$ cat config.mk
export PLATFORM = sky130hd
export DESIGN_NAME = stack_cpu
export DESIGN_NICKNAME = d
export VERILOG_FILES = /design/src/rtl/stack_cpu.sv
export SDC_FILE = /design/constraint.sdc
export NUM_CORES = 1
export LEC_CHECK = 0
export BUFFER_PORTS_ARGS = -buffer_cell sky130_fd_sc_hd__buf_4
export CAP_MARGIN = 30
export CORE_MARGIN = 4
export CORE_UTILIZATION = 45
export CTS_CLUSTER_DIAMETER = 50
export DETAILED_ROUTE_END_ITERATION = 6
export PLACE_DENSITY_LB_ADDON = 0.1
export RECOVER_POWER = 25
export SYNTH_ARGS = -nofsm -noshare
export SYNTH_HDL_FRONTEND = slang
export SYNTH_SLANG_ARGS = --single-unit
$ cat constraint.sdc
create_clock -name clk -period 4.09 [get_ports clk]
set_clock_uncertainty 0.15 [all_clocks]
set_input_delay 0.409 -clock clk [delete_from_list [all_inputs] [get_ports clk]]
set_output_delay 0.409 -clock clk [all_outputs]
set_load 0.01 [all_outputs]
$ cat src/rtl/stack_cpu.sv
// ============================================================================
// stack_cpu : multi-cycle stack machine sharing one ready/valid memory port.
// Optional macro STACK_CPU_UNDERFLOW_CHECK_EN traps pops from an empty stack.
// Revision  : 1.0
// ============================================================================
`default_nettype none

module stack_cpu #(
  parameter int                DATA_W      = 16,
  parameter int                ADDR_W      = 16,
  parameter logic [ADDR_W-1:0] STACK_START = '1,
  parameter logic [ADDR_W-1:0] ENTRY_POINT = 'h0020
) (
  input  logic              clk,
  input  logic              rst,
  input  logic              mem_ready,
  input  logic [DATA_W-1:0] mem_rdata,
  output logic              mem_req,
  output logic              mem_we,
  output logic [ADDR_W-1:0] mem_addr,
  output logic [DATA_W-1:0] mem_wdata,
  output logic              halted,
  output logic              error
);

  localparam logic [5:0] c_op_nop   = 6'h00;
  localparam logic [5:0] c_op_pushi = 6'h01;
  localparam logic [5:0] c_op_drop  = 6'h02;
  localparam logic [5:0] c_op_add   = 6'h04;
  localparam logic [5:0] c_op_sub   = 6'h05;
  localparam logic [5:0] c_op_and   = 6'h06;
  localparam logic [5:0] c_op_or    = 6'h07;
  localparam logic [5:0] c_op_xor   = 6'h08;
  localparam logic [5:0] c_op_load  = 6'h09;
  localparam logic [5:0] c_op_store = 6'h0A;
  localparam logic [5:0] c_op_jmp   = 6'h0B;
  localparam logic [5:0] c_op_jz    = 6'h0C;
  localparam logic [5:0] c_op_halt  = 6'h3F;

  typedef enum logic [3:0] {
    S_FETCH, S_DECODE, S_POP_B, S_POP_A, S_EXEC,
    S_MEMRD, S_MEMWR, S_PUSH, S_HALT, S_ERR
  } state_t;

  state_t            r_state;
  logic [ADDR_W-1:0] r_pc;
  logic [ADDR_W-1:0] r_sp;
  logic [DATA_W-1:0] r_ir;
  logic [DATA_W-1:0] r_a;
  logic [DATA_W-1:0] r_b;
  logic [DATA_W-1:0] r_r;

  logic [5:0]        w_op;
  logic [DATA_W-1:0] w_imm;
  logic [ADDR_W-1:0] w_sp_inc;
  logic [ADDR_W-1:0] w_sp_dec;
  logic [ADDR_W-1:0] w_pc_inc;
  logic              w_access;
  logic              w_underflow;
  logic              w_done;
  logic [DATA_W-1:0] w_alu;

  assign w_op     = r_ir[DATA_W-1 -: 6];
  assign w_imm    = {6'b0, r_ir[DATA_W-7:0]};
  assign w_sp_inc = r_sp + ADDR_W'(1);
  assign w_sp_dec = r_sp - ADDR_W'(1);
  assign w_pc_inc = r_pc + ADDR_W'(1);

`ifdef STACK_CPU_UNDERFLOW_CHECK_EN
  assign w_underflow = ((r_state == S_POP_B) || (r_state == S_POP_A)) && (r_sp == STACK_START);
`else
  assign w_underflow = 1'b0;
`endif

  always_comb begin
    w_access = 1'b0;
    case (r_state)
      S_FETCH, S_POP_B, S_POP_A, S_MEMRD, S_MEMWR, S_PUSH: w_access = 1'b1;
      default:                                             w_access = 1'b0;
    endcase
  end

  // Reset gates the request combinationally so a stalled access is dropped at once.
  assign mem_req   = w_access && !w_underflow && !rst;
  assign w_done    = mem_req && mem_ready;
  assign mem_we    = (r_state == S_MEMWR) || (r_state == S_PUSH);
  assign mem_wdata = (r_state == S_MEMWR) ? r_a : r_r;
  assign halted    = (r_state == S_HALT);
  assign error     = (r_state == S_ERR);

  always_comb begin
    mem_addr = r_pc;
    case (r_state)
      S_POP_B, S_POP_A: mem_addr = w_sp_inc;
      S_MEMRD, S_MEMWR: mem_addr = r_b[ADDR_W-1:0];
      S_PUSH:           mem_addr = r_sp;
      default:          mem_addr = r_pc;
    endcase
  end

  always_comb begin
    w_alu = r_a + r_b;
    case (w_op)
      c_op_sub: w_alu = r_a - r_b;
      c_op_and: w_alu = r_a & r_b;
      c_op_or:  w_alu = r_a | r_b;
      c_op_xor: w_alu = r_a ^ r_b;
      default:  w_alu = r_a + r_b;
    endcase
  end

  always_ff @(posedge clk) begin
    if (rst) begin
      r_state <= S_FETCH;
      r_pc    <= ENTRY_POINT;
      r_sp    <= STACK_START;
      r_ir    <= '0;
      r_a     <= '0;
      r_b     <= '0;
      r_r     <= '0;
    end else begin
      case (r_state)
        S_FETCH: if (w_done) begin
          r_ir    <= mem_rdata;
          r_pc    <= w_pc_inc;
          r_state <= S_DECODE;
        end
        S_DECODE: case (w_op)
          c_op_nop:   r_state <= S_FETCH;
          c_op_pushi: begin
            r_r     <= w_imm;
            r_state <= S_PUSH;
          end
          c_op_drop, c_op_add, c_op_sub, c_op_and, c_op_or, c_op_xor,
          c_op_load, c_op_store, c_op_jmp, c_op_jz: r_state <= S_POP_B;
          c_op_halt:  r_state <= S_HALT;
          default:    r_state <= S_ERR;
        endcase
        S_POP_B: if (w_underflow) begin
          r_state <= S_ERR;
        end else if (w_done) begin
          r_b  <= mem_rdata;
          r_sp <= w_sp_inc;
          case (w_op)
            c_op_drop: r_state <= S_FETCH;
            c_op_load: r_state <= S_MEMRD;
            c_op_jmp:  r_state <= S_EXEC;
            default:   r_state <= S_POP_A;
          endcase
        end
        S_POP_A: if (w_underflow) begin
          r_state <= S_ERR;
        end else if (w_done) begin
          r_a     <= mem_rdata;
          r_sp    <= w_sp_inc;
          r_state <= (w_op == c_op_store) ? S_MEMWR : S_EXEC;
        end
        S_EXEC: case (w_op)
          c_op_jmp: begin
            r_pc    <= r_b[ADDR_W-1:0];
            r_state <= S_FETCH;
          end
          c_op_jz: begin
            if (r_b == '0) r_pc <= r_a[ADDR_W-1:0];
            r_state <= S_FETCH;
          end
          default: begin
            r_r     <= w_alu;
            r_state <= S_PUSH;
          end
        endcase
        S_MEMRD: if (w_done) begin
          r_r     <= mem_rdata;
          r_state <= S_PUSH;
        end
        S_MEMWR: if (w_done) r_state <= S_FETCH;
        S_PUSH: if (w_done) begin
          r_sp    <= w_sp_dec;
          r_state <= S_FETCH;
        end
        default: r_state <= r_state;
      endcase
    end
  end

endmodule

`default_nettype wire

==> results.py, run 1 <==
metrics = {
    "critical_path": {
        "cp.required_ns": 4.18,
        "timing.setup.critical_path_class": "reg2reg",
        "crit_arrival_ns": 3.99,
        "timing.critical_path.slowest_cell_delay_ns": 0.55,
        "worstPathMaxFanout": 4,
        "critical_path.startpoint_type": "register",
        "cpMaxStageDelayCell": "or4b_4",
        "worstPathCellList": "or4b_4, or3b_2, mux2i_1, fa_1, a211oi_2, o211ai_1, a41o_1, a2111oi_2, buf_4, o2111a_1, nor3_1",
        "worstSetupEndpointType": "register",
    },
    "yosys": {
        "syn-mean-instance-area_um2": 7.515,
        "yosys_register_bits": 100,
        "seq_area_frac_synth_pct": 24.55,
        "post_synth_num_cell_types": 86,
        "yosys-top-cells-count": "132 x nand2_1, 100 x dfxtp_1, 96 x nor2_1",
        "synth.net_count": 1156,
        "post_synth_inst_count": 1085,
        "synthMostInstantiatedCell": "nand2_1",
        "ys_top_cells_by_area": "dfxtp_1 25%, ha_1 7.8%, nand2_1 6.1%, o21ai_0 5.8%, a21oi_1 5.0%",
        "yosys.area.top_type_share_pct": 24.55,
        "synth_top_area_cell": "dfxtp_1",
        "ys_warn_count": 0,
        "synth.cell_area_um2": 8154,
        "synth_enable_flop_cells": 0,
        "ys.flop_type": "dfxtp_1",
        "async_flop_share_pct": 0,
    },
    "sta": {
        "final_min_period_over_clock_period_pct": 95.19,
        "rsz_0062_raised_after_global_routing": "false",
        "fin_crit_ns": 3.893,
        "max_slew.worst_pin.slew_ns": 1.754,
        "maxSlewHeadroom_pct": -16.94,
        "total_negative_setup_slack_ns": 0,
        "final-hold-violation-count": 0,
        "finalSetupViolations": 0,
        "achievable-frequency_mhz": 256.8,
        "timing.final.max_slew_violations": 34,
    },
    "floorplanning": {
        "fp.dieArea_um2": 20340,
        "core_area_um2": 17540,
        "start_util_pct": 46.50,
        "num_rows": 48,
        "die_height_um": 142.6,
        "i_o_pin_total": 55,
        "die_w_um": 142.6,
    },
    "job": {
        "max_cap_viol_count": 2,
    },
    "cts": {
        "clk_latency_ns": 0.37,
        "clock_sinks": 100,
        "tritoncts.num_buffers": 9,
        "clock-root-buffer": "clkbuf_16",
        "tritoncts": "built",
        "cts_htree_levels": 3,
        "path_clk_slew_ns": 0.08,
        "cts_buffer_depth": 2,
        "post-cts-setup-buffers": 0,
    },
    "global_routing": {
        "global_route.overflow_total": 0,
        "groute.usage.overall_pct": 26.15,
        "initial_antenna_violation_count": 0,
        "first_global_vias": 7545,
        "grt_start_max_net_pins": 39,
        "global_route_wire_length_before_repair_mm": 42.32,
    },
    "drt": {
        "dr.pass1.iters": 5,
        "drc_errors": 0,
        "vias": 8336,
        "post_drt_via_cell_ratio": 6.240,
        "average_wire_per_cell_in_the_routed_design_um": 20.24,
        "final_antenna_net_count": 0,
        "drt-initial-drc-count": 906,
        "detail_route.wirelength_mm": 27.04,
    },
    "cells_and_area": {
        "final_layout_size_suffix_gt1_share_pct": 13.41,
        "post_route_cell_area_um2": 9082,
        "layout.core_utilization_pct": 51.79,
        "syn_to_final_growth_pct": 11.39,
        "final_cells": 1336,
        "design.final.nets": 1177,
        "antennaDiodeCount": 0,
    },
    "power_and_ir_drop": {
        "p_leak_nw": 3.710,
        "vdd.ir_drop.worst_mv": 0.3681,
        "total_power_mw": 4.444,
        "power_per_cell_area_nw_per_um2": 489.3,
    },
    "run_status": {
        "status": "finished, violations left",
        "violations": "max-capacitance violations, max-slew violations",
    },
    "placement": {
        "place_congestion": 0.9402,
        "dp.cells": 1320,
        "detailed_place.area_um2": 8807,
        "post-dp-hpwl_mm": 19.36,
        "buffer_ports.inserted": 54,
    },
    "worst_hold_path": {
        "holdCritPathClass": "in2reg",
    },
}
worst max-delay path: cells and delay by family (launching register included):
kind,cells,cell delay [ns]
compound gates,5,1.33
buf+inv,1,0.18
fa+ha+maj,1,0.48
flops,1,0.31
simple gates,3,1.14
mux,1,0.19
routing by layer:
metal  GRT usage [%]  wire length, um  up-vias
met4           7.854              565        0
met3           3.483             1666       38
met2           41.00            12260      291
met1           37.47            12550     3979
met5               0                0        -
li1                -                -     4028
where the power goes:
| part | switching [mW] | internal [mW] | total (mW) | leakage (nW) |
|---|---|---|---|---|
| Sequential | 0.142 | 1.07 | 1.21 | 0.809 |
| Clock | 0.452 | 0.430 | 0.883 | 0.146 |
| Combinational | 1.34 | 1.02 | 2.35 | 2.76 |
| Total | 1.93 | 2.51 | 4.44 | 3.71 |
final timing paths:
| kind | start | end | slack, ns | cells after the start |
|---|---|---|---|---|
| min | mem_rdata[6] | r_a[6] | 0.15 | 3 |
| min reg2reg | r_pc[1] | r_pc[1] | 0.34 | 2 |
| max | r_ir[15] | r_r[14] | 0.20 | 11 |
| max reg2reg | r_ir[15] | r_r[14] | 0.20 | 11 |
logic make-up (layout without fill, tap and decap cells):
| family | Yosys count | after routing | share of synthesized area (%) |
|---|---|---|---|
| and+or+nand+nor | 378 | 378 | 22.86 |
| adders and majority gates | 52 | 52 | 8.071 |
| AOI/OAI and AO/OA | 333 | 333 | 27.22 |
| muxes | 52 | 52 | 6.629 |
| xor gates and xnor gates | 38 | 38 | 4.082 |
| DFF | 100 | 100 | 24.55 |
| buffers and inverters | 132 | 158 | 6.583 |
timing repair:
item | 4_1_cts | 5_1_grt
setup endpoints to repair | 0 | 1
hold buffers | 0 | 0
gates resized for setup | 0 | 3
placed cells by master, fill, tap and decap left out, types with 7 or more instances in the layout:
cell type	n
nand2_1	132
o211ai_1	13
a221oi_1	7
dfxtp_1	100
a21oi_1	82
clkbuf_1	7
nor3b_1	8
mux2_2	16
a31oi_1	15
or3_1	7
nor4_1	10
xnor2_1	30
clkbuf_16	9
o21ai_0	96
a211oi_1	10
nor2_1	95
mux2i_1	36
ha_1	51
nor3_1	36
nand3_1	17
a222oi_1	19
and3_1	10
nand4_1	9
a22oi_1	14
buf_4	87
xor2_1	8
inv_1	48
o21a_1	7
state kept, by name, summed over array words and instances (netlist names):
| name | cells |
|---|---|
| r_sp | 16 |
| r_r | 16 |
| r_ir | 16 |
| r_pc | 16 |
| r_state | 4 |
| r_b | 16 |
| r_a | 16 |
metrics by stage:
| step | setup slack, ns | hold slack, ns |
|---|---|---|
| 3_3_place_gp | 0.1673 | 0.3240 |
| 4_1_cts | 0.05608 | 0.1439 |
| 2_1_floorplan | 0.3403 | 0.3120 |
| 5_1_grt | 0.05516 | 0.1599 |
| 3_5_place_dp | 0.1011 | 0.3324 |
| 6_report | 0.1967 | 0.1518 |
cell type report:
| type | instances | area (um^2) |
|---|---|---|
| well taps | 225 | 281.5 |
| flip-flops and latches | 100 | 2002 |
| multi-input cells | 853 | 5649 |
| inverters | 48 | 180.2 |
| repair buffers | 94 | 679.4 |
| clock inverters | 7 | 65.06 |
| fillers | 1773 | 8454 |
| clock buffers | 9 | 225.2 |
(Power assumes the default switching activity.)
==> inputs of run 2 (changes only) <==
CORE_UTILIZATION = 60   (was 45)
==> run 2 against run 1 <==
Compared with the run above:
- the run still ends with max-capacitance violations, max-slew violations left
- die area fell by 24%
- first-iteration DRC count rose by 22%
- routed wire length fell by 6.1%
- clock power rose by 10%
- non-clock buffer count fell by 9
- critical path depth did not move
==> results.py, run 2 (same netlist as run 1, synthesis figures left out) <==
metrics = {
    "run_status": {
        "status": "finished, violations left",
        "violations": "max-capacitance violations, max-slew violations",
    },
    "cells_and_area": {
        "mostFrequentLayoutCell": "nand2_1",
        "antennaDiodeCount": 0,
        "fillCellCount": 1189,
        "design.final.nets": 1168,
        "most-common-layout-cells": "132 x nand2_1, 100 x dfxtp_1, 96 x o21ai_0, 95 x nor2_1, 82 x a21oi_1",
        "final_layout_size_suffix_gt1_share_pct": 12.61,
        "syn_to_final_growth_pct": 9.989,
    },
    "critical_path": {
        "worst_r2r_endpoint": "r_r[14]",
        "timing.setup.critical_path_class": "reg2reg",
        "worstPathMaxFanout": 4,
        "critical_path.startpoint_type": "register",
        "cpMaxStageDelayCell": "or3b_2",
        "timing.critical_path.depth": 11,
        "path_delay_family": "compound AO/OA/AOI/OAI gates",
        "crit_arrival_ns": 3.94,
        "critical_path.reg2reg.startpoint": "r_ir[15]",
        "ff2ff_setup_slack_ns": 0.25,
        "worst-path-buf-inv": 1,
        "worstSetupEndpointType": "register",
        "worstPathCellList": "or4b_4, or3b_2, mux2i_1, fa_2, a211oi_2, o211ai_1, a41o_1, a2111oi_2, buf_4, o2111a_1, nor3_1",
        "r2r_cells": 11,
        "timing.critical_path.slowest_cell_delay_ns": 0.56,
        "cp.required_ns": 4.19,
    },
    "cts": {
        "clock_sinks": 100,
        "clk_latency_ns": 0.37,
        "tritoncts.num_buffers": 9,
        "tritoncts": "built",
        "ctsResizeCount": 0,
        "cts_buffer_depth": 2,
        "cts_hold_repair.buffers": 0,
        "path_clk_slew_ns": 0.08,
        "clock-root-buffer": "clkbuf_16",
        "cts_htree_levels": 3,
        "post-cts-setup-buffers": 0,
    },
    "power_and_ir_drop": {
        "power_frac_seq_pct": 27.0,
        "pwr-share-clk_pct": 21.6,
        "power.share.combinational_pct": 51.4,
        "vdd.ir_drop.worst_mv": 0.4068,
        "power_per_cell_area_nw_per_um2": 501.3,
        "net_switching_component_of_the_power_mw": 1.888,
        "p_leak_nw": 3.665,
        "switching_share_pct": 41.98,
        "cell_internal_pwr_mw": 2.609,
    },
    "global_routing": {
        "grt_start_max_net_pins": 52,
        "initial_antenna_violation_count": 0,
        "global_route_wire_length_before_repair_mm": 40.55,
        "global_route.overflow_total": 0,
        "groute.usage.overall_pct": 31.73,
        "first_global_vias": 7631,
    },
    "drt": {
        "dr.pass1.iters": 5,
        "drt-initial-drc-count": 1103,
        "average_wire_per_cell_in_the_routed_design_um": 19.86,
        "final_antenna_net_count": 0,
        "detail_route.wirelength_mm": 25.39,
        "post_drt_via_cell_ratio": 6.611,
        "drc_errors": 0,
        "vias": 8449,
    },
    "worst_hold_path": {
        "holdCritPathClass": "in2reg",
        "worstHoldPathCells": 3,
        "min_delay_worst_endpoint": "r_a[8]",
        "holdCritStartpoint": "mem_rdata[8]",
    },
    "sta": {
        "achievable-frequency_mhz": 260.6,
        "maxSlewHeadroom_pct": -1.436,
        "timing.final.max_slew_violations": 17,
        "max_slew.worst_pin.slew_ns": 1.522,
        "final-hold-violation-count": 0,
        "post-route-worst-setup-slack_ns": 0.2528,
        "fin_crit_ns": 3.837,
        "finalSetupViolations": 0,
        "total_negative_setup_slack_ns": 0,
        "final_min_period_over_clock_period_pct": 93.82,
        "rsz_0062_raised_after_global_routing": "false",
    },
    "floorplanning": {
        "num_rows": 42,
        "fp.dieArea_um2": 15520,
        "die_height_um": 124.6,
        "core_area_um2": 13300,
        "die_w_um": 124.6,
        "start_util_pct": 61.33,
        "i_o_pin_total": 55,
    },
    "placement": {
        "detailedPlace.worstSlack_ns": 0.05076,
        "post-dp-hpwl_mm": 17.88,
        "buffer_ports.inserted": 54,
        "place_congestion": 0.9838,
    },
    "job": {
        "max_cap_viol_count": 1,
    },
}
==> run 2: power groups by stage <==
stage,registers [mW],logic (mW),clock network [mW]
4_1_cts,1.21,2.27,0.979
3_5_place_dp,1.23,2.25,0
5_1_grt,1.23,2.52,1.02
3_3_place_gp,1.23,2.22,0
6_report,1.21,2.31,0.971
2_1_floorplan,1.14,1.74,0
==> run 2: how the worst max path moves through the flow <==
stage	to	slack (ns)	startpoint
after floorplan	r_r[14]	0.34	r_ir[15]
after global placement	r_r[14]	0.04	r_ir[15]
after detailed placement	r_r[14]	0.05	r_ir[15]
after CTS	r_r[14]	0.02	r_ir[15]
after global routing	r_r[15]	0.02	r_b[2]
final	r_r[14]	0.25	r_ir[15]
==> run 2: tightest hold or removal path, cell delays in order <==
cell and delay (ns):
buf_4 0.10, mux2i_1 0.06, nor2_1 0.07
==> run 2: per-layer routing <==
metal	GRT usage [%]	vias up	routed length, um
li1	-	4006	-
met1	44.62	3993	11440
met2	48.85	389	11270
met3	4.588	61	1865
met4	12.70	0	805
met5	0	-	0
==> run 2: final cells by class <==
type / instances / area (um^2) / share of cell area, %
Tap cell: 176 / 220.2 / 2.455
Multi-Input combinational cell: 853 / 5624 / 62.71
Clock buffer: 9 / 225.2 / 2.511
Inverter: 48 / 180.2 / 2.009
Clock inverter: 7 / 105.1 / 1.172
Timing Repair Buffer: 85 / 611.8 / 6.822
Sequential cell: 100 / 2002 / 22.32
==> run 2: through the flow <==
stage          power, mW  cells  hold WS, ns  utilization [%]  cell area, um^2
6_report           4.496   1278       0.1604            67.46             8969
5_1_grt            4.763   1278       0.1718            67.46             8969
4_1_cts            4.455   1278       0.1544            67.76             9009
3_5_place_dp       3.478   1262       0.3372            65.27             8678
3_3_place_gp       3.452   1262       0.3240            65.27             8678
2_1_floorplan      2.886   1085       0.3120                -             8154
==> inputs of run 3 (changes only) <==
CORE_UTILIZATION = 46   (was 60)
==> run 3 against run 2 <==
Compared with the run above:
- the run still ends with max-capacitance violations, max-slew violations left
- count of clock-buffer cells in the layout is 1 higher
- via count shrank 1.9%
- worst hold slack worse by 0.0051 ns
- cell count is 4.4% higher
- die area grew 28%
- combinational power grew 3%
- critical endpoint unchanged
- largest cell class unchanged
==> results.py, run 3 (same netlist as run 1, synthesis figures left out) <==
metrics = {
    "global_routing": {
        "global_route.overflow_total": 0,
        "initial_antenna_violation_count": 0,
        "groute.usage.overall_pct": 26.37,
        "first_global_vias": 7573,
        "global_route_wire_length_before_repair_mm": 42.10,
        "grt_start_max_net_pins": 40,
    },
    "cts": {
        "tritoncts": "built",
        "cts_hold_repair.buffers": 0,
        "cts_buffer_depth": 2,
        "clock_sinks": 100,
        "tritoncts.num_buffers": 9,
        "clk_latency_ns": 0.36,
        "path_clk_slew_ns": 0.08,
        "cts_htree_levels": 3,
        "clock-root-buffer": "clkbuf_16",
    },
    "drt": {
        "post_drt_via_cell_ratio": 6.214,
        "drc_errors": 0,
        "dr.pass1.iters": 6,
        "detail_route.wirelength_mm": 26.84,
        "average_wire_per_cell_in_the_routed_design_um": 20.12,
        "final_antenna_net_count": 0,
        "vias": 8290,
        "drt-initial-drc-count": 916,
    },
    "critical_path": {
        "worst-path-buf-inv": 1,
        "timing.setup.critical_path_class": "reg2reg",
        "timing.critical_path.slowest_cell_delay_ns": 0.58,
        "cp.required_ns": 4.21,
        "cpMaxStageDelayCell": "or4b_4",
        "worstPathCellList": "or4b_4, or3b_2, mux2i_1, fa_1, a211oi_2, o211ai_1, a41o_1, a2111oi_4, buf_4, o41ai_1, nor3_1",
        "path_delay_family": "simple AND/OR/NAND/NOR gates",
        "critical_path.startpoint_type": "register",
        "worstPathMaxFanout": 4,
        "crit_arrival_ns": 4.06,
        "worstSetupEndpointType": "register",
    },
    "run_status": {
        "status": "finished, violations left",
        "violations": "max-capacitance violations, max-slew violations",
    },
    "power_and_ir_drop": {
        "vdd.ir_drop.worst_mv": 0.2706,
        "power_per_cell_area_nw_per_um2": 486.4,
        "total_power_mw": 4.414,
        "p_leak_nw": 3.692,
    },
    "sta": {
        "maxSlewHeadroom_pct": -2.260,
        "achievable-frequency_mhz": 253.4,
        "fin_crit_ns": 3.946,
        "final_min_period_over_clock_period_pct": 96.48,
        "post-route-worst-setup-slack_ns": 0.1442,
        "rsz_0062_raised_after_global_routing": "false",
        "max_slew.worst_pin.slew_ns": 1.534,
        "timing.final.max_slew_violations": 17,
        "finalSetupViolations": 0,
        "final-hold-violation-count": 0,
        "total_negative_setup_slack_ns": 0,
    },
    "cells_and_area": {
        "antennaDiodeCount": 0,
        "final_layout_size_suffix_gt1_share_pct": 13.26,
        "most-common-layout-cells": "132 x nand2_1, 100 x dfxtp_1, 96 x o21ai_0, 95 x nor2_1, 88 x buf_4",
        "fillCellCount": 1765,
        "syn_to_final_growth_pct": 11.29,
        "mostFrequentLayoutCell": "nand2_1",
        "final_cells": 1334,
        "design.final.nets": 1177,
    },
    "floorplanning": {
        "die_height_um": 141.1,
        "i_o_pin_total": 55,
        "fp.dieArea_um2": 19920,
        "die_w_um": 141.1,
        "core_area_um2": 17360,
        "num_rows": 48,
        "start_util_pct": 46.98,
    },
    "placement": {
        "post-dp-hpwl_mm": 19.28,
        "detailedPlace.worstSlack_ns": -0.06624,
        "buffer_ports.inserted": 54,
        "place_congestion": 0.9503,
        "dp.cells": 1320,
    },
    "worst_hold_path": {
        "holdCritPathClass": "in2reg",
    },
    "job": {
        "max_cap_viol_count": 1,
    },
}
run 3: cell types whose count changed in the layout (fill, tap and decap cells not counted), sizes merged:
cell,change
clkinvlp,+2
buf,+10
bufinv,-2
inv,-3
run 3: cell type report:
class | instances | area (um^2) | area share (%)
tap | 225 | 281.5 | 3.102
multi-input combinational | 853 | 5662 | 62.39
clock inverter | 4 | 27.53 | 0.3033
inverter | 48 | 180.2 | 1.985
clock buffer | 10 | 239.0 | 2.633
timing repair buffer | 94 | 683.2 | 7.528
sequential | 100 | 2002 | 22.06
run 3: tightest hold or removal path, stage by stage:
cell     delay (ns)
buf_4          0.10
mux2i_1        0.06
nor2_1         0.07
run 3: report_power, final:
| part | total [mW] | switching (mW) | internal [mW] | leakage [nW] |
|---|---|---|---|---|
| registers | 1.20 | 0.137 | 1.07 | 0.809 |
| logic | 2.38 | 1.35 | 1.03 | 2.76 |
| clock network | 0.832 | 0.409 | 0.423 | 0.122 |
run 3: worst paths after layout:
kind / endpoint / depth (start not counted) / slack [ns] / from
worst max-delay path: r_r[14] / 11 / 0.14 / r_ir[15]
worst min register to register: r_r[0] / 2 / 0.35 / r_r[0]
worst max register to register: r_r[14] / 11 / 0.14 / r_ir[15]
worst min-delay path: r_a[0] / 3 / 0.16 / mem_rdata[0]
run 3: layer usage:
metal	track usage (%)	vias to the layer above	share of wire, %	wire [um]
met1	38.14	3974	47	12670
met5	0	-	0	0
met3	3.223	43	5.4	1457
li1	-	4018	-	-
met2	40.68	255	45	12000
met4	8.618	0	2.7	713
run 3: through the flow:
| stage | cell area, um^2 | hold slack [ns] | util [%] |
|---|---|---|---|
| floorplan | 8154 | 0.3120 | - |
| CTS | 9080 | 0.1492 | 52.31 |
| global placement | 8807 | 0.3240 | 50.74 |
| global route | 9075 | 0.1733 | 52.29 |
| finish | 9075 | 0.1553 | 52.29 |
| detailed placement | 8807 | 0.3401 | 50.74 |
run 3: repair_timing:
| item | CTS | global route |
|---|---|---|
| pin swaps | 0 | 3 |
| gates cloned | 0 | 0 |
| buffers inserted | 0 | 0 |
| resized for setup | 2 | 2 |
| endpoints found under the setup margin | 1 | 1 |
